`config.mk`:
```
export PLATFORM = sky130hd
export DESIGN_NAME = dawson32_seq
export DESIGN_NICKNAME = d
export VERILOG_FILES = /design/src/rtl/dawson32_seq_pkg.sv /design/src/rtl/sync_fifo.sv /design/src/rtl/dawson32_seq.sv
export SDC_FILE = /design/constraint.sdc
export NUM_CORES = 1
export LEC_CHECK = 0
export BUFFER_PORTS_ARGS = -buffer_cell sky130_fd_sc_hd__buf_2
export CAP_MARGIN = 40
export CELL_PAD_IN_SITES_DETAIL_PLACEMENT = 1
export CELL_PAD_IN_SITES_GLOBAL_PLACEMENT = 2
export CORE_ASPECT_RATIO = 1.1
export CORE_MARGIN = 2
export CORE_UTILIZATION = 43
export CTS_CLUSTER_SIZE = 20
export DETAILED_ROUTE_END_ITERATION = 10
export PLACE_DENSITY_LB_ADDON = 0.1
export RECOVER_POWER = 25
export SLEW_MARGIN = 10
export SYNTH_ARGS = -nofsm -noshare
export SYNTH_HDL_FRONTEND = slang
export SYNTH_SLANG_ARGS = --single-unit
```
`constraint.sdc`:
```
create_clock -name clock -period 2.4 [get_ports clock]
set_input_delay 0 -clock clock [delete_from_list [all_inputs] [get_ports clock]]
set_output_delay 0 -clock clock [all_outputs]
set_load 0.01 [all_outputs]
```
`src/rtl/dawson32_seq_pkg.sv`:
```
// dawson32_seq_pkg
//   Shared types and widths for the Dawson 32-bit FP operand sequencer.
//   - seq_state_t : sequencer FSM states
//   - FP_W        : IEEE-754 single-precision word width
//   - CNT_W       : completed-operation counter width
package dawson32_seq_pkg;

  localparam int FP_W  = 32;
  localparam int CNT_W = 16;

  typedef enum logic [1:0] {
    START = 2'd0,
    IDLE  = 2'd1,
    ISSUE = 2'd2,
    WAIT  = 2'd3
  } seq_state_t;

endpackage

```
`src/rtl/sync_fifo.sv`:
```
// sync_fifo
//   Single-clock show-ahead FIFO with a registered occupancy count.
//   Ports:
//     clk, rst_n   : clock, asynchronous active-low reset
//     push, wdata  : write request and data (ignored when full)
//     pop          : read request (ignored when empty)
//     rdata        : head entry (show-ahead, zero after reset)
//     count        : number of stored entries, 0..DEPTH
//     full, empty  : flags decoded from the registered count
module sync_fifo #(
  parameter int WIDTH = 32,
  parameter int DEPTH = 4
) (
  input  logic                     clk,
  input  logic                     rst_n,
  input  logic                     push,
  input  logic                     pop,
  input  logic [WIDTH-1:0]         wdata,
  output logic [WIDTH-1:0]         rdata,
  output logic [$clog2(DEPTH):0]   count,
  output logic                     full,
  output logic                     empty
);

  localparam int AW = $clog2(DEPTH);
  localparam int CW = AW + 1;

  logic [WIDTH-1:0] mem_q [DEPTH];
  logic [AW-1:0]    wr_ptr_q, wr_ptr_d;
  logic [AW-1:0]    rd_ptr_q, rd_ptr_d;
  logic [CW-1:0]    count_q, count_d;
  logic             push_ok_s;
  logic             pop_ok_s;

  assign full      = (count_q == CW'(DEPTH));
  assign empty     = (count_q == {CW{1'b0}});
  assign count     = count_q;
  assign rdata     = mem_q[rd_ptr_q];
  assign push_ok_s = push & ~full;
  assign pop_ok_s  = pop & ~empty;

  // Next pointers and occupancy; DEPTH is a power of two so pointers wrap naturally.
  always_comb begin
    wr_ptr_d = wr_ptr_q;
    rd_ptr_d = rd_ptr_q;
    count_d  = count_q;
    if (push_ok_s) begin
      wr_ptr_d = wr_ptr_q + {{(AW-1){1'b0}}, 1'b1};
    end else begin
      wr_ptr_d = wr_ptr_q;
    end
    if (pop_ok_s) begin
      rd_ptr_d = rd_ptr_q + {{(AW-1){1'b0}}, 1'b1};
    end else begin
      rd_ptr_d = rd_ptr_q;
    end
    case ({push_ok_s, pop_ok_s})
      2'b10:   count_d = count_q + {{(CW-1){1'b0}}, 1'b1};
      2'b01:   count_d = count_q - {{(CW-1){1'b0}}, 1'b1};
      default: count_d = count_q;
    endcase
  end

  // Pointer and count registers.
  always_ff @(posedge clk or negedge rst_n) begin
    if (!rst_n) begin
      wr_ptr_q <= {AW{1'b0}};
      rd_ptr_q <= {AW{1'b0}};
      count_q  <= {CW{1'b0}};
    end else begin
      wr_ptr_q <= wr_ptr_d;
      rd_ptr_q <= rd_ptr_d;
      count_q  <= count_d;
    end
  end

  // Storage; cleared on reset so the show-ahead head reads zero when empty.
  always_ff @(posedge clk or negedge rst_n) begin
    if (!rst_n) begin
      for (int i = 0; i < DEPTH; i++) begin
        mem_q[i] <= {WIDTH{1'b0}};
      end
    end else if (push_ok_s) begin
      mem_q[wr_ptr_q] <= wdata;
    end
  end

endmodule

```
`src/rtl/dawson32_seq.sv`:
```
// dawson32_seq
//   Operand sequencer in front of the Dawson 32-bit FP interface block.
//   Ports:
//     clock, reset_n                 : clock, asynchronous active-low reset
//     op_a, op_b, op_valid, op_ready : operand-pair input stream
//     res, res_valid, res_ready      : result output stream (show-ahead head)
//     if_a, if_b, if_ready_in        : request side of the interface block
//     if_out, if_ready_out           : response side of the interface block
//     busy                           : FSM in ISSUE or WAIT
//     timeout_err                    : sticky watchdog flag, cleared by reset only
//     done_count                     : results pushed into the result FIFO (wraps)
module dawson32_seq
  import dawson32_seq_pkg::*;
#(
  parameter int DEPTH   = 4,
  parameter int TIMEOUT = 255
) (
  input  logic              clock,
  input  logic              reset_n,
  input  logic [FP_W-1:0]   op_a,
  input  logic [FP_W-1:0]   op_b,
  input  logic              op_valid,
  output logic              op_ready,
  output logic [FP_W-1:0]   res,
  output logic              res_valid,
  input  logic              res_ready,
  output logic [FP_W-1:0]   if_a,
  output logic [FP_W-1:0]   if_b,
  output logic              if_ready_in,
  input  logic [FP_W-1:0]   if_out,
  input  logic              if_ready_out,
  output logic              busy,
  output logic              timeout_err,
  output logic [CNT_W-1:0]  done_count
);

  localparam int CW = $clog2(DEPTH) + 1;
  localparam int WW = (TIMEOUT > 1) ? $clog2(TIMEOUT + 1) : 1;

  seq_state_t         state_q, state_d;
  logic [WW-1:0]      wait_q, wait_d;
  logic               timeout_q, timeout_d;
  logic [CNT_W-1:0]   done_q, done_d;

  logic               op_push_s, op_pop_s;
  logic [2*FP_W-1:0]  op_head_s;
  logic [CW-1:0]      op_count_s;
  logic               op_full_s, op_empty_s;

  logic               res_push_s, res_pop_s;
  logic [CW-1:0]      res_count_s;
  logic               res_full_s, res_empty_s;
  logic [CW:0]        res_next_cnt_s;
  logic               can_issue_s, can_issue_next_s;

  assign op_push_s  = op_valid & ~op_full_s;
  assign op_pop_s   = (state_q == ISSUE);
  assign res_push_s = (state_q == WAIT) & if_ready_out;
  assign res_pop_s  = ~res_empty_s & res_ready;

  sync_fifo #(.WIDTH(2*FP_W), .DEPTH(DEPTH)) u_op_fifo (
    .clk   (clock),
    .rst_n (reset_n),
    .push  (op_push_s),
    .pop   (op_pop_s),
    .wdata ({op_a, op_b}),
    .rdata (op_head_s),
    .count (op_count_s),
    .full  (op_full_s),
    .empty (op_empty_s)
  );

  sync_fifo #(.WIDTH(FP_W), .DEPTH(DEPTH)) u_res_fifo (
    .clk   (clock),
    .rst_n (reset_n),
    .push  (res_push_s),
    .pop   (res_pop_s),
    .wdata (if_out),
    .rdata (res),
    .count (res_count_s),
    .full  (res_full_s),
    .empty (res_empty_s)
  );

  // A result slot must be guaranteed before issuing, since only one op is in flight.
  // can_issue_next is only evaluated in WAIT, where the operand FIFO is never popped,
  // so a non-zero count means a pair is ready for the back-to-back ISSUE.
  assign res_next_cnt_s   = {1'b0, res_count_s} + {{CW{1'b0}}, 1'b1}
                          - {{CW{1'b0}}, res_pop_s};
  assign can_issue_s      = ~op_empty_s & ~res_full_s;
  assign can_issue_next_s = (op_count_s != {CW{1'b0}}) && (res_next_cnt_s < (CW+1)'(DEPTH));

  // Sequencer next-state, watchdog and completion counter.
  always_comb begin
    state_d   = state_q;
    wait_d    = wait_q;
    timeout_d = timeout_q;
    done_d    = done_q;
    case (state_q)
      START: begin
        state_d = IDLE;
      end
      IDLE: begin
        if (can_issue_s) begin
          state_d = ISSUE;
        end else begin
          state_d = IDLE;
        end
      end
      ISSUE: begin
        state_d = WAIT;
        wait_d  = {WW{1'b0}};
      end
      WAIT: begin
        if (if_ready_out) begin
          done_d = done_q + {{(CNT_W-1){1'b0}}, 1'b1};
          if (can_issue_next_s) begin
            state_d = ISSUE;
          end else begin
            state_d = IDLE;
          end
        end else if (wait_q == WW'(TIMEOUT)) begin
          // Counter saturates; the flag stays set until reset.
          timeout_d = 1'b1;
        end else begin
          wait_d = wait_q + {{(WW-1){1'b0}}, 1'b1};
        end
      end
      default: begin
        state_d = START;
      end
    endcase
  end

  // Sequencer state registers.
  always_ff @(posedge clock or negedge reset_n) begin
    if (!reset_n) begin
      state_q   <= START;
      wait_q    <= {WW{1'b0}};
      timeout_q <= 1'b0;
      done_q    <= {CNT_W{1'b0}};
    end else begin
      state_q   <= state_d;
      wait_q    <= wait_d;
      timeout_q <= timeout_d;
      done_q    <= done_d;
    end
  end

  assign op_ready    = ~op_full_s;
  assign res_valid   = ~res_empty_s;
  assign if_ready_in = (state_q == ISSUE);
  assign if_a        = (state_q == ISSUE) ? op_head_s[2*FP_W-1:FP_W] : {FP_W{1'b0}};
  assign if_b        = (state_q == ISSUE) ? op_head_s[FP_W-1:0]      : {FP_W{1'b0}};
  assign busy        = (state_q == ISSUE) || (state_q == WAIT);
  assign timeout_err = timeout_q;
  assign done_count  = done_q;

endmodule

```
* Word-level counts from Yosys, hierarchy flattened
Cells that the tools add are included.
Word-level totals: bits in registers 425, input bits 101, output and inout port bits 117, logic and storage cells 104
Cells by class: add/subtract/negate cells 12, magnitude comparators 7, equal/unequal tests 13, mux-type cells 23, bitwise gates (word level) 17, reductions and logical operators 14
Operators by type and width (number):
- 256-bit bitwise mux | 1
- 64-bit 2-to-1 mux | 3
- 32-bit 2-to-1 mux | 5
- 64-bit binary-select mux with 2-bit select | 1
- 128-bit bitwise mux | 1
- 64-bit demux with 2-bit select | 1
- 32-bit binary-select mux with 2-bit select | 1
- 32-bit demux with 2-bit select | 1
- 16-bit by 1-bit adder with 16-bit output (second input constant) | 1
- 8-bit 2-to-1 mux | 2
- 8-bit case mux with 2 select lines | 1
- 3-bit greater-or-equal comparator (second input constant) | 4
- 2-bit NOT with 3-bit output | 4
- 3-bit case mux with 2 select lines | 2
- 2-bit by 1-bit adder with 2-bit output (second input constant) | 4
- 8-bit by 1-bit adder with 8-bit output (second input constant) | 1
- 1-bit AND | 8
- 2-bit == test (second input constant) | 4
- 8-bit == test (second input constant) | 1
- 2-bit case mux with 4 select lines | 1
- 3-bit by 1-bit adder with 3-bit output (second input constant) | 2
- 2-bit by 1-bit == test with 1-bit output (second input constant) | 3
- 3-bit == test (second input constant) | 2
- 3-bit logical NOT | 2
- 15 further kinds | 30

* Logic depth before layout (Yosys ltp)
depth in word-level cells 9, mapped depth 10, mapped depth without buffers 9

* Cells and area by module
From an unflattened synthesis, not the netlist that was laid out.
Unflattened totals: cells, all modules 1198, area, all modules 19254.7 um2
Modules (own cells, without submodules):
- sync_fifo at u_op_fifo | times used 1, cells an instance 654, area an instance 11539.8 um2, sequential area each 6581.3 um2
- sync_fifo at u_res_fifo | times used 1, cells an instance 348, area an instance 5963.2 um2, sequential area each 3378.2 um2
- dawson32_seq | times used 1, cells an instance 196, area an instance 1751.7 um2, sequential area each 675.6 um2

* Least setup slack after synthesis
OpenSTA, ideal clock, no wires.
path kind register to register, start reg state_q[0], end reg u_op_fifo.count_q[2], in the netlist u_op_fifo.count[2], setup time 0.079 ns, arrival 2.064 ns, required time 2.321 ns, path slack 0.256 ns, stages on the path, launching flop included 11, path buffers 2, clock period less this slack 2.144 ns, cell sequence dfrtp_1 -> buf_4 -> nand2b_1 -> clkbuf_1 -> nor2_1 -> ha_1 -> inv_1 -> fa_1 -> xor2_1 -> nor2_1 -> xor2_1
On the way: longest elaborated chain between the ends 4, elaborated cells between the ends (all ways) 6, those cells by class 3 x eq/ne; 1 x mux; 1 x bitwise; 1 x reduce/logical
Ends and longest elaborated chain:
- from (decl) | line dawson32_seq.sv:40 | seq_state_t state_q, state_d;
- from (signal assigned) | line dawson32_seq.sv:143 | state_q <= state_d;
- 2-bit == test (*) | line dawson32_seq.sv:57 | assign op_pop_s = (state_q == ISSUE);
- 1-bit AND (*) | line sync_fifo.sv:40 | assign pop_ok_s = pop & ~empty;
- named net u_op_fifo.pop_ok_s | line sync_fifo.sv:33 | logic pop_ok_s;
- 2-bit by 1-bit == test with 1-bit output or 2-bit == test (tied branches) | line sync_fifo.sv:57 | case ({push_ok_s, pop_ok_s})
- 3-bit case mux with 2 select lines or 2-bit nonzero test (tied branches)
- to (signal assigned) | line sync_fifo.sv:69 | count_q <= {CW{1'b0}};
- to (signal assigned) | line sync_fifo.sv:73 | count_q <= count_d;
- to (decl) | line sync_fifo.sv:31 | logic [CW-1:0] count_q, count_d;
The timed path passes the listed nets; every way through them passes the cells marked *. A chain may end at the register's enable or synchronous reset.

* Final worst setup path
start reg u_op_fifo.rd_ptr_q[0], end out if_b[4]
On the way: longest elaborated chain between the ends 5
Ends and longest elaborated chain:
- from (decl) | line sync_fifo.sv:30 | logic [AW-1:0] rd_ptr_q, rd_ptr_d;
- from (signal assigned) | line sync_fifo.sv:68 | rd_ptr_q <= {AW{1'b0}};
- from (signal assigned) | line sync_fifo.sv:72 | rd_ptr_q <= rd_ptr_d;
- 2-bit NOT with 3-bit output (implied by the code) | line sync_fifo.sv:38 | assign rdata = mem_q[rd_ptr_q];
- 64-bit binary-select mux with 2-bit select | line sync_fifo.sv:38
- 64-bit 2-to-1 mux (implied by the code) (2 in a row) | line sync_fifo.sv:38
- 32-bit 2-to-1 mux | line dawson32_seq.sv:154 | assign if_b = (state_q == ISSUE) ? op_head_s[FP_W-1:0] : {FP_W{1'b0}};
- to (decl) | line dawson32_seq.sv:28 | output logic [FP_W-1:0] if_b,
No other way between the ends. The select of a mux whose other input is x is not followed.

==> summary.txt <==
run status -> finished with violations
failing checks -> max-capacitance violations, max-slew violations
Worst R2R Path Depth -> 9
Worst Setup Start Kind -> register
Post-synth EDFFs -> 0
syn nets -> 1304
PortBufs -> 217
Slew HR -> -37.9%
worst reg2reg startpoint -> state_q[1]
initial core utilization -> 43.4%
DRC viols -> 0
Starting DRT DRC Count -> 368
CP arrival -> 2.28 ns
Die Span Y -> 226 µm
remaining global-route overflow -> 0
Post-synth top flop -> dfrtp_1
antenna-violating nets left -> 0
CP Class -> reg2out
initial antenna violation count -> 1
clock latency on the worst-skew pair -> 0.58 ns
main area contributors after synthesis -> dfrtp_1 55%, mux2_2 20%, mux4_2 11%
Top Ports -> 218
Worst R2R End -> u_res_fifo.count[2]
Static Leak -> 10.5 nW
WL final -> 45400 µm
CP max stage cell -> dfrtp_4
RD Place Congestion -> 0.719
Ys Warns -> 0
data required time of the worst path -> 2.40 ns
Async S/R FF share, synth -> 100%
MaxCap Viol Count -> 1
first-pass iteration count of the detailed router -> 4
count of final setup violators -> 0
TritonCTS clock tree -> yes
core area -> 44300 µm²
clock skew -> 0.0162 ns
fillers -> 4229
standard-cell rows -> 81
worst vdd rail ir drop -> 0.719 mV
Power Total -> 32.8 mW
worst reg-to-reg setup slack -> 0.23 ns
worst setup path end -> if_b[4]
Final #Nets -> 1636
layout cells sized above 1 -> 50.2%
adder-cell share of the synthesized area -> 0.990%
Crit Path Max Fanout -> 22
fin crit period -> 2.28 ns
post-synthesis sequential area ratio -> 55.3%
crit path launch -> u_op_fifo.rd_ptr_q[0]
vias per inst -> 5.24
RSZ-0062 raised after global routing -> false
area growth from synthesis to layout -> 22.5%
CTS Buf Count -> 47
global routing usage on met3 -> 3.88%
Final period util -> 95.0%
post-synth cell types -> 42
main combinational cell family by area after synthesis -> multiplexers
Worst-Margin Slew -> 2.07 ns
post-synthesis instance total -> 1189
H-tree levels -> 2
number of global-route vias before repair -> 12700
HP Class -> in2reg
Avg WL per Cell -> 21.3 µm
first-pass GRT wire length -> 72500 µm
clk root buf -> clkbuf_16
largest net degree at the start of global routing -> 71
Post-Syn Area -> 19200 µm²
die area -> 46400 µm²
grt met1 use -> 26.4%
Cell Pwr Density -> 1390 nW/µm²
Synth Area in XOR/XNOR -> 1.41%
Synth area leader -> dfrtp_1
Sink Count -> 425
post-synthesis compound-gate area fraction -> 0.840%
area share of the largest cell type after synthesis -> 55.3%
gr busiest metal -> met2
DP HPWL -> 28200 µm
die width -> 206 µm
Critical Path End Type -> output pin
Yosys reg bits -> 425
sequence of cells on the critical path -> buf_16, mux4_2, nor2b_1, buf_2
Simple-Gate Fraction of Synth Area -> 4.11%
Max Freq -> 438 MHz
Final Slew Violations -> 68
final hold violation count -> 0
clock buffer depth -> 3
CTS clock-pin slew for the worst setup and hold paths -> 0.07 ns
worst stage delay on the critical path -> 0.55 ns
met2 global-route usage -> 34.4%
Mean Syn Cell Area -> 16.2 µm²
total number of vias -> 11200
total track usage -> 20.2%
Setup TNS -> 0 ns
multiplexer share of the synthesized area -> 34.1%
## state kept, by name (all words and copies together), names as in the netlist
register and count:
u_res_fifo.wr_ptr_q 2, u_res_fifo.mem_q 128, timeout_err 1, done_count 16
u_res_fifo.rd_ptr_q 2, u_res_fifo.count 3, state_q 2, wait_q 8
u_op_fifo.rd_ptr_q 2, u_op_fifo.mem_q 256, u_op_fifo.count 3, u_op_fifo.wr_ptr_q 2
## repair_timing
action / 4_1_cts / 5_1_grt
hold buffers: 100 / 0
setup endpoints to repair: 14 / 0
endpoints found under the hold margin: 793 / 0
resized for setup: 2 / 0
buffers inserted: 0 / 0
## how the worst min path moves through the flow
stage	endpoint	start	depth (start not counted)
floorplan	done_count[0]	reset_n	0
global route	u_op_fifo.mem_q[129]	op_b[1]	3
global placement	u_res_fifo.mem_q[51]	reset_n	1
finish	u_op_fifo.mem_q[155]	op_b[27]	3
detailed placement	u_res_fifo.mem_q[51]	reset_n	1
CTS	u_res_fifo.rd_ptr_q[1]	reset_n	2
## metal layers
metal | share of wire, % | vias to the layer above
met5 | 0 | -
met4 | 1.9 | 0
met3 | 4.2 | 53
met2 | 50 | 176
met1 | 44 | 5947
li1 | - | 5029
## cell usage after synthesis (8+ instances only)
| master | count |
|---|---|
| inv_1 | 18 |
| nand2_1 | 15 |
| nand2_4 | 8 |
| nor2b_1 | 64 |
| clkbuf_1 | 19 |
| mux2_2 | 337 |
| ha_1 | 12 |
| mux2_4 | 10 |
| mux4_2 | 96 |
| buf_6 | 36 |
| nand3_1 | 11 |
| nor2_1 | 11 |
| dfrtp_1 | 425 |
| buf_2 | 11 |
| mux2_1 | 38 |
| xor2_1 | 12 |
| xnor2_1 | 19 |
## report_power, final
part           total, mW  internal [mW]  switching [mW]  leakage [nW]
Combinational       12.8           7.69            5.15          4.66
Sequential          12.8           10.7            2.04          5.09
Clock               7.21           4.25            2.96         0.756
Total               32.8           22.7            10.1          10.5
## critical path: cells and delay by family, from the launching register on
family / cells / cell delay (ns)
buf+inv: 2 / 0.44
simple gates: 1 / 0.18
mux: 1 / 0.52
flops: 1 / 0.55
## per-stage QoR
| stage | setup slack, ns | std cells | hold slack (ns) | utilization [%] | area, µm² |
|---|---|---|---|---|---|
| finish | 0.119 | 2137 | 0.227 | 53.2 | 23500 |
| CTS | 0.0357 | 2136 | 0.0151 | 53.2 | 23600 |
| global route | 0.0177 | 2137 | 0.231 | 53.2 | 23500 |
| floorplan | 0.256 | 1189 | -0.296 | - | 19200 |
| global placement | 0.274 | 1952 | 0.0424 | 47.4 | 21000 |
| detailed placement | 0.206 | 1952 | 0.0388 | 47.4 | 21000 |
## cells by family (layout without fill, tap and decap cells)
| family | Yosys count | count (layout) |
|---|---|---|
| xor gates and xnor gates | 31 | 31 |
| DFF | 425 | 425 |
| adders and majority gates | 14 | 14 |
| other | 0 | 1 |
| buffers and inverters | 86 | 452 |
| and+or+nand+nor | 130 | 130 |
| muxes | 483 | 483 |
| AOI/OAI and AO/OA | 20 | 20 |
## cell type report
class	count	area, µm²	area share (%)
diodes	1	2.50	0.0106
repair buffers	351	2590	11.0
clock inverters	14	136	0.579
well taps	581	727	3.09
inverters	18	67.6	0.287
clock buffers	69	1400	5.95
flip-flops and latches	425	10600	45.2
multi-input cells	678	7970	33.9
## placed cells by master, fill, tap and decap left out, drive strengths merged, types with 5 or more instances in the layout
cell and n:
mux4 96, dlygate4sd3 100, mux2 385, clkinv 9, inv 19, clkbuf 75, buf 245, xnor2 19
nor2 11, nand2 23, o21ai 5, nand3 12, nor2b 64, xor2 12, dfrtp 425, ha 12
(Power assumes the default switching activity.)
